### src/rtl/clock_ctrl.sv
// clock_ctrl - mode/set controller for a 24-hour clock datapath.
//
// Purpose:
//   Generates the 1 s count enable for the seconds/minutes/hours counter chain.
//   Sequences the time-set user interface: MODE steps RUN -> SET_HOUR -> SET_MIN
//   -> RUN, and SET produces single or auto-repeat increment pulses to the
//   selected counter. It also drives the blink-blanking controls for the display.
//
// Ports:
//   CLK        system clock
//   RST        synchronous active-high reset
//   KEY_MODE   mode key level (debounced, asynchronous to CLK)
//   KEY_SET    set/increment key level (debounced, asynchronous to CLK)
//   SEC_EN     1-cycle count enable to the seconds counter
//   SEC_CLR    1-cycle clear to the seconds counter (on RUN -> SET_HOUR)
//   MIN_INC    1-cycle increment to the minute counter
//   HOUR_INC   1-cycle increment to the hour counter
//   RUN_MODE   high while in RUN
//   BLANK_H    blank hour digits (blink phase, SET_HOUR only)
//   BLANK_M    blank minute digits (blink phase, SET_MIN only)
//   STATE_DBG  current FSM state (0 RUN, 1 SET_HOUR, 2 SET_MIN)
//
// Output protocol: there is no valid/ready handshake. Every pulse output is a
// registered single-cycle strobe, and the consumer must act on each cycle it
// is high. There is no back-pressure.

module clock_ctrl #(
  parameter int TICK_DIV    = 50000000,
  parameter int BLINK_DIV   = 25000000,
  parameter int REPEAT_DLY  = 25000000,
  parameter int REPEAT_RATE = 5000000
) (
  input  logic       CLK,
  input  logic       RST,
  input  logic       KEY_MODE,
  input  logic       KEY_SET,
  output logic       SEC_EN,
  output logic       SEC_CLR,
  output logic       MIN_INC,
  output logic       HOUR_INC,
  output logic       RUN_MODE,
  output logic       BLANK_H,
  output logic       BLANK_M,
  output logic [1:0] STATE_DBG
);

  localparam int TW      = $clog2(TICK_DIV);
  localparam int BW      = $clog2(BLINK_DIV) + 1;
  localparam int REP_MAX = (REPEAT_DLY > REPEAT_RATE) ? REPEAT_DLY : REPEAT_RATE;
  localparam int RW      = $clog2(REP_MAX + 1);

  typedef enum logic [1:0] {
    ST_RUN      = 2'd0,
    ST_SET_HOUR = 2'd1,
    ST_SET_MIN  = 2'd2
  } state_t;

  state_t        state_q, state_d;
  logic          mode_s1_q, mode_s2_q, mode_prev_q;
  logic          set_s1_q, set_s2_q, set_prev_q;
  logic [TW-1:0] cnt_q, cnt_d;
  logic [BW-1:0] bcnt_q, bcnt_d;
  logic          phase_q, phase_d;
  logic [RW-1:0] rep_q, rep_d;
  logic          sec_en_q, sec_en_d;
  logic          sec_clr_q, sec_clr_d;
  logic          min_inc_q, min_inc_d;
  logic          hour_inc_q, hour_inc_d;
  logic          run_mode_q, blank_h_q, blank_m_q;

  logic mode_rise, set_rise, tick, state_change, inc_req;

  assign mode_rise = mode_s2_q & ~mode_prev_q;
  assign set_rise  = set_s2_q & ~set_prev_q;
  assign tick      = (cnt_q == TW'(TICK_DIV - 1));

  // Next-state logic for the FSM. MODE rise is the only trigger.
  always_comb begin
    state_d   = state_q;
    sec_clr_d = 1'b0;
    case (state_q)
      ST_RUN: begin
        if (mode_rise) begin
          state_d   = ST_SET_HOUR;
          sec_clr_d = 1'b1;
        end
      end
      ST_SET_HOUR: if (mode_rise) state_d = ST_SET_MIN;
      ST_SET_MIN:  if (mode_rise) state_d = ST_RUN;
      default:     state_d = ST_RUN;
    endcase
  end

  assign state_change = (state_d != state_q);

  // Increment generation and auto-repeat. rep_q == 0 means that no repeat is
  // armed. Otherwise the pulse fires when the counter reaches 1. When MODE
  // changes the state in the same cycle, the pulse is dropped (MODE wins).
  always_comb begin
    rep_d   = rep_q;
    inc_req = 1'b0;
    if (state_q == ST_RUN || state_change || !set_s2_q) begin
      rep_d = '0;
    end else if (set_rise) begin
      rep_d   = RW'(REPEAT_DLY);
      inc_req = 1'b1;
    end else if (rep_q == RW'(1)) begin
      rep_d   = RW'(REPEAT_RATE);
      inc_req = 1'b1;
    end else if (rep_q != '0) begin
      rep_d = rep_q - RW'(1);
    end
  end

  always_comb begin
    hour_inc_d = inc_req & (state_q == ST_SET_HOUR);
    min_inc_d  = inc_req & (state_q == ST_SET_MIN);

    // Leaving SET_MIN restarts the second so the first one is full length.
    if (state_q == ST_SET_MIN && mode_rise) cnt_d = '0;
    else if (tick)                          cnt_d = '0;
    else                                    cnt_d = cnt_q + TW'(1);

    // Time stays frozen unless the FSM is in RUN in this cycle and the next.
    sec_en_d = tick & (state_q == ST_RUN) & (state_d == ST_RUN);

    // Digits stay visible on entry to a set state and after each increment.
    if ((state_change && state_d != ST_RUN) || inc_req) begin
      bcnt_d  = '0;
      phase_d = 1'b0;
    end else if (bcnt_q == BW'(BLINK_DIV - 1)) begin
      bcnt_d  = '0;
      phase_d = ~phase_q;
    end else begin
      bcnt_d  = bcnt_q + BW'(1);
      phase_d = phase_q;
    end
  end

  always_ff @(posedge CLK) begin
    if (RST) begin
      state_q     <= ST_RUN;
      mode_s1_q   <= 1'b0;
      mode_s2_q   <= 1'b0;
      mode_prev_q <= 1'b0;
      set_s1_q    <= 1'b0;
      set_s2_q    <= 1'b0;
      set_prev_q  <= 1'b0;
      cnt_q       <= '0;
      bcnt_q      <= '0;
      phase_q     <= 1'b0;
      rep_q       <= '0;
      sec_en_q    <= 1'b0;
      sec_clr_q   <= 1'b0;
      min_inc_q   <= 1'b0;
      hour_inc_q  <= 1'b0;
      run_mode_q  <= 1'b1;
      blank_h_q   <= 1'b0;
      blank_m_q   <= 1'b0;
    end else begin
      state_q     <= state_d;
      mode_s1_q   <= KEY_MODE;
      mode_s2_q   <= mode_s1_q;
      mode_prev_q <= mode_s2_q;
      set_s1_q    <= KEY_SET;
      set_s2_q    <= set_s1_q;
      set_prev_q  <= set_s2_q;
      cnt_q       <= cnt_d;
      bcnt_q      <= bcnt_d;
      phase_q     <= phase_d;
      rep_q       <= rep_d;
      sec_en_q    <= sec_en_d;
      sec_clr_q   <= sec_clr_d;
      min_inc_q   <= min_inc_d;
      hour_inc_q  <= hour_inc_d;
      run_mode_q  <= (state_d == ST_RUN);
      blank_h_q   <= (state_d == ST_SET_HOUR) & phase_d;
      blank_m_q   <= (state_d == ST_SET_MIN) & phase_d;
    end
  end

  assign SEC_EN    = sec_en_q;
  assign SEC_CLR   = sec_clr_q;
  assign MIN_INC   = min_inc_q;
  assign HOUR_INC  = hour_inc_q;
  assign RUN_MODE  = run_mode_q;
  assign BLANK_H   = blank_h_q;
  assign BLANK_M   = blank_m_q;
  assign STATE_DBG = state_q;

endmodule

### config.mk
export PLATFORM = sky130hd
export DESIGN_NAME = clock_ctrl
export DESIGN_NICKNAME = d
export VERILOG_FILES = /design/src/rtl/clock_ctrl.sv
export SDC_FILE = /design/constraint.sdc
export NUM_CORES = 1
export LEC_CHECK = 0
export ABC_AREA = 0
export CAP_MARGIN = 25
export CORE_MARGIN = 2
export CORE_UTILIZATION = 50
export CTS_BUF_LIST = sky130_fd_sc_hd__clkbuf_4
export DETAILED_ROUTE_END_ITERATION = 10
export GPL_TIMING_DRIVEN = 1
export PLACE_DENSITY_LB_ADDON = 0.05
export SKIP_LAST_GASP = 1
export SLEW_MARGIN = 10
export SYNTH_ARGS = -nofsm -noshare
export SYNTH_HDL_FRONTEND = slang
export SYNTH_SLANG_ARGS = --single-unit
### constraint.sdc
create_clock -name CLK -period 2.3 [get_ports CLK]
set_input_delay 0.23 -clock CLK [delete_from_list [all_inputs] [get_ports CLK]]
set_output_delay 0.23 -clock CLK [all_outputs]
set_load 0.01 [all_outputs]
==> run_results.csv, run 1 <==
group,metric,value,unit
detailed_routing,drc,0,
synthesis,synth.cell_area,4220,um^2
critical_path,reg2reg_setup_slack,0.14,ns
timing,rsz0062_at_grt,"false",
critical_path,startpoint_type,"flop",
place,gp_congestion,0.871,
synthesis,yosys_warnings,0,
synthesis,synth_ff_type,"dfxtp_1",
clocking,clock_latency,0.43,ns
synthesis,ys_ff_latch,93,
global_route,grt_pass1_vias,3287,
clocking,path_clk_slew,0.14,ns
timing,slew_headroom,54.4,%
detailed_routing,final_antenna_net_count,0,
layout,final_core_util,58.0,%
min_path,holdPathEnd,"set_s1_q",
synthesis,async_flop_share,0,%
critical_path,cp_max_fo,8,
global_route,grt_use_total,20.7,%
timing,fin_crit,2.16,ns
clocking,cts_made_buffers,9,
power,intPower,0.00201,W
critical_path,slowest_delay,0.56,ns
synthesis,synth_top_family_by_area,"simple AND/OR/NAND/NOR gates",
synthesis,synth.most_common_cell,"dfxtp_1",
detailed_routing,via_count,3504,
power,p_leak,1.72,nW
critical_path,required,2.64,ns
detailed_routing,wl_per_cell,14.0,um
floorplanning,start_util,51.4,%
min_path,hold_path.class,"in2reg",
timing,worstMarginPinSlew,0.681,ns
power,pwr-share-clk,33.8,%
layout,fin_cells,629,
critical_path,crit_chain,"or4_4 -> or4_4 -> or2_0 -> o311a_1 -> a21o_1",
critical_path,cp_common_cell,"or4_4",
timing,slew_viol_final,0,
clocking,cts_tree,"done",
place,dpl.hpwl,6370,um
power,switchingPower,0.000630,W
synthesis,avgSynthCellArea,8.69,um^2
global_route,grt_overflow,0,
floorplanning,dieArea,9200,um^2
timing,hold_violations,0,
critical_path,r2r_start,"rep_q[15]",
synthesis,synth.area.top_cells,"dfxtp_1 (44%), nor2_1 (7.4%), xor2_1 (6.8%)",
power,p_comb_share,4.0,%
timing,tns,0,ns
layout,multi_input_area,2260,um^2
synthesis,synth_top_area_share,44.1,%
layout,drive_above_1_share,9.73,%
synthesis,synth.largest_area_cell,"dfxtp_1",
floorplanning,die_x,95.9,um
min_path,worst_hold_startpoint,"KEY_SET",
global_route,grt_max_degree,27,
place,dp_cells,614,
synthesis,synthCells,486,
layout,area_delta_synth_final,12.8,%
critical_path,critPathSlowestCell,"or4_4",
clocking,cts_hold_buf,0,
clocking,clk_path_buf_depth,2,
clocking,cts.sinks,93,
clocking,clock-root-buffer,"clkbuf_4",
run,cap_violations,0,
critical_path,rr_worst_depth,5,
floorplanning,num_rows,33,
timing,setup_viol,0,
clocking,post-cts-setup-buffer-count,0,
power,p_total,0.00264,W
layout,antenna_cells,0,
min_path,holdPathStages,2,
synthesis,synth_compound_area_share,8.06,%
critical_path,reg2reg_to,"rep_q[23]",
timing,setup_ws,0.143,ns
floorplanning,coreArea,8220,um^2
synthesis,synth_fa_ha_area_share,1.48,%
power,p_seq_share,62.2,%
detailed_routing,finalWirelength,8820,um
synthesis,muxShareOfSynthArea,0,%
synthesis,synth_xor_area_share,11.6,%
detailed_routing,viasPerCell,5.57,
critical_path,cp_data_arrival_time,2.49,ns
outcome,status,"finished clean",
synthesis,synth.distinct_cells,51,
floorplanning,io_pins,13,
detailed_routing,drtIter0Drc,162,
detailed_routing,dr.pass1.iters,5,
layout,nNetsFinal,529,
critical_path,path_class,"reg2reg",
critical_path,cp-end-kind,"flop",
synthesis,synthSimpleGateAreaFrac,32.4,%
power,ir_drop,0.333,mV
timing,clock_skew,0.0145,ns
timing,fin_crit_sh,93.8,%
layout,register_area,1860,um^2
floorplanning,die_h,95.9,um
synthesis,synth_enable_flop_cells,0,
timing,max_freq,464,MHz
place,port_buffers,12,
synthesis,netlist_top_cells_count,"dfxtp_1 (93), nor2_1 (83), xor2_1 (33)",
global_route,grt_pass1_wl,14900,um
power,p_per_area,554,nW/um^2
layout,n_fill_cell,779,
place,pre_cts_ws,0.132,ns
clocking,h-tree-depth,3,
power,switching_share,23.8,%
synthesis,synth-seq-area-share,44.1,%
global_route,antenna_found_initial,0,
synthesis,syn_nets,495,
-- critical path: cells and delay by family (launching register included) --
family	cells	cell delay, ns
AO/OA/AOI/OAI	2	0.44
AND/OR/NAND/NOR	3	1.24
flip-flops	1	0.39
-- repair_timing --
| action | in CTS | in global routing |
|---|---|---|
| endpoints found under the setup margin | 0 | 3 |
| hold endpoints to repair | 0 | 0 |
| resized for setup | 0 | 1 |
-- layout make-up --
cell class	instances	share of cell area (%)
clock buffer	9	1.42
clock inverter	6	1.50
inverter	9	0.709
multi-input combinational	370	47.5
sequential	93	39.1
tap	105	2.76
timing repair buffer	37	6.99
-- layout by cell type, fill, tap and decap left out, types with 7 or more instances in the layout --
| master | n |
|---|---|
| nor2b_1 | 11 |
| or3_1 | 12 |
| o21ai_0 | 10 |
| clkbuf_4 | 9 |
| xor2_1 | 33 |
| clkdlybuf4s50_1 | 12 |
| buf_4 | 23 |
| nand2_1 | 25 |
| nor3_1 | 21 |
| nand4_1 | 18 |
| a21oi_1 | 9 |
| dfxtp_1 | 92 |
| nand3_1 | 26 |
| and4_1 | 7 |
| inv_1 | 9 |
| nor4_1 | 16 |
| nor2_1 | 83 |
| a31oi_1 | 7 |
| xnor2_1 | 23 |
-- layer usage --
layer / GRT usage [%] / up-vias / part of all wire (%)
met2: 35.5 / 52 / 49
li1: - / 1798 / -
met5: 0 / - / 0
met1: 25.0 / 1643 / 46
met3: 5.56 / 11 / 3.3
met4: 6.79 / 0 / 1.3
-- logic make-up (layout without fill, tap and decap cells) --
kind of cell	Yosys count	after routing
AOI/OAI and AO/OA	50	50
xor gates and xnor gates	56	56
adders and majority gates	5	5
buffers and inverters	23	61
DFF	93	93
and+or+nand+nor	259	259
-- how the worst max path moves through the flow --
stage / slack [ns] / cells past startpoint / from / to
2_1_floorplan: 0.24 / 5 / rep_q[15] / rep_q[23]
3_3_place_gp: 0.20 / 5 / rep_q[15] / rep_q[23]
3_5_place_dp: 0.13 / 7 / rep_q[0] / rep_q[17]
4_1_cts: 0.1 / 7 / rep_q[0] / rep_q[17]
5_1_grt: 0.01 / 9 / rep_q[0] / rep_q[2]
6_report: 0.14 / 5 / rep_q[15] / rep_q[23]
-- state kept, by name (all words and copies together) (netlist names), 2 cells and up --
| signal | cells |
|---|---|
| cnt_q | 26 |
| STATE_DBG | 2 |
| bcnt_q | 26 |
| rep_q | 25 |
-- power by group through the flow --
stage	registers, W	clock network [W]	logic, W
detailed placement	0.00168	0	0.000107
finish	0.00164	0.000893	0.000106
global placement	0.00168	0	0.000104
floorplan	0.00167	0	0.0000676
global route	0.00164	0.000996	0.000121
CTS	0.00164	0.000929	0.000108
-- through the flow --
step | cell area (um^2) | hold slack [ns]
2_1_floorplan | 4220 | 0.332
6_report | 4760 | 0.390
3_3_place_gp | 4620 | 0.419
4_1_cts | 4760 | 0.351
3_5_place_dp | 4620 | 0.434
5_1_grt | 4760 | 0.337
Power figures use the tool's default switching activity.
==> run 2, diff against run 1 <==
==> constraint.sdc (replaced) <==
create_clock -name CLK -period 2.3 [get_ports CLK]
set_input_delay 0.23 -clock CLK [delete_from_list [all_inputs] [get_ports CLK]]
set_output_delay 0.23 -clock CLK [all_outputs]
set_load 0.1 [all_outputs]
==> run_results.csv, run 2 (synthesis results as in run 1) <==
group,metric,value,unit
critical_path,startpoint_type,"flop",
clocking,clock-root-buffer,"clkbuf_4",
timing,fin_crit,2.15,ns
critical_path,cp_max_fo,8,
detailed_routing,drc,0,
layout,nNetsFinal,524,
timing,max_freq,464,MHz
critical_path,cp_common_cell,"or4_4",
detailed_routing,finalWirelength,8590,um
clocking,cts_made_buffers,9,
layout,n_fill_cell,766,
timing,setup_ws,0.147,ns
floorplanning,die_h,95.9,um
critical_path,slowest_delay,0.56,ns
layout,area_delta_synth_final,11.3,%
detailed_routing,via_count,3435,
clocking,path_clk_slew,0.16,ns
critical_path,critPathSlowestCell,"or4_4",
detailed_routing,drtIter0Drc,121,
global_route,grt_pass1_wl,14700,um
floorplanning,num_rows,33,
layout,register_area,1870,um^2
global_route,grt_max_degree,27,
power,p_total,0.00261,W
clocking,cts_hold_buf,0,
clocking,cts_tree,"done",
critical_path,crit_chain,"or4_4 -> or4_4 -> or2_0 -> o311a_1 -> a21o_1",
floorplanning,coreArea,8220,um^2
critical_path,worst-path-buf-inv,0,
critical_path,path_class,"reg2reg",
global_route,grt_overflow,0,
detailed_routing,viasPerCell,5.50,
critical_path,cp-end-kind,"flop",
timing,setup_viol,0,
timing,worstMarginPinSlew,0.483,ns
power,ir_drop,0.273,mV
floorplanning,io_pins,13,
place,dpl.hpwl,6190,um
place,port_buffers,12,
timing,hold_violations,0,
floorplanning,dieArea,9200,um^2
critical_path,critPathTopFamily,"simple AND/OR/NAND/NOR gates",
layout,final_cell_mix,"dfxtp_1 (90), nor2_1 (82), xor2_1 (33), buf_4 (27), nand3_1 (26)",
clocking,post-cts-setup-buffer-count,0,
critical_path,cp_data_arrival_time,2.52,ns
min_path,hold_path.class,"in2reg",
detailed_routing,final_antenna_net_count,0,
layout,drive_above_1_share,11.3,%
clocking,clk_path_buf_depth,2,
layout,antenna_cells,0,
place,pre_cts_ws,0.132,ns
global_route,antenna_found_initial,0,
floorplanning,die_x,95.9,um
timing,clock_skew,0.0152,ns
clocking,h-tree-depth,3,
detailed_routing,dr.pass1.iters,5,
outcome,status,"finished clean",
timing,fin_crit_sh,93.6,%
clocking,cts_resized,0,
clocking,clock_latency,0.44,ns
detailed_routing,wl_per_cell,13.7,um
layout,layout_commonest_cell,"dfxtp_1",
global_route,grt_pass1_vias,3257,
floorplanning,start_util,51.4,%
layout,multi_input_area,2270,um^2
power,p_leak,1.71,nW
timing,rsz0062_at_grt,"true",
timing,slew_viol_final,0,
place,gp_congestion,0.864,
layout,reg_top3,"bcnt_q: 26 flops, cnt_q: 26 flops, rep_q: 25 flops",
global_route,grt_use_total,20.3,%
power,p_per_area,555,nW/um^2
run,cap_violations,0,
timing,slew_headroom,67.5,%
critical_path,required,2.67,ns
clocking,cts.sinks,93,
[run 2: cell types whose count changed in the layout (fill, tap and decap cells not counted), moves of 2 or more]
cell	change
buf_4	+4
clkdlybuf4s50_1	-9
dfxtp_1	-2
dfxtp_2	+2
inv_8	+2
[run 2: path summary, 6_finish.rpt]
| kind | startpoint | endpoint | slack [ns] | depth (start not counted) |
|---|---|---|---|---|
| setup / recovery | rep_q[15] | rep_q[23] | 0.15 | 5 |
| hold / removal | KEY_MODE | mode_s1_q | 0.36 | 2 |
| setup reg to reg | rep_q[15] | rep_q[23] | 0.15 | 5 |
| hold reg to reg | bcnt_q[0] | bcnt_q[0] | 0.45 | 1 |
[run 2: area by class of cell]
cell class,count,area share [%]
multi-input combinational,370,48.2
clock inverter,7,1.38
clock buffer,9,1.44
timing repair buffer,32,5.80
tap,105,2.79
sequential,93,39.7
inverter,9,0.718
[run 2: worst register-to-register path: cells and delay by family (launching register included)]
family / cells / cell delay [ns]
simple gates: 3 / 1.24
compound gates: 2 / 0.44
flops: 1 / 0.39
[run 2: power breakdown]
group	internal (W)	switching [W]
clock	0.000249	0.000595
sequential	0.00163	0.0000135
combinational	0.0000455	0.0000761
[run 2: through the flow]
stage          std cells  util, %  cell area (um^2)  hold slack, ns  TNS (ns)
2_1_floorplan        486        -              4230           0.332         0
3_3_place_gp         609     55.6              4570           0.420         0
3_5_place_dp         609     55.6              4570           0.428         0
4_1_cts              625     57.2              4700           0.336         0
5_1_grt              625     57.2              4700           0.345  -0.00865
6_report             625     57.2              4700           0.363         0
[run 2: layer usage]
metal | track usage [%] | wire (um) | up-vias
met5 | 0 | 0 | -
met4 | 9.40 | 170 | 0
met2 | 34.3 | 4100 | 42
met3 | 3.13 | 199 | 12
li1 | - | - | 1782
met1 | 25.5 | 4120 | 1599
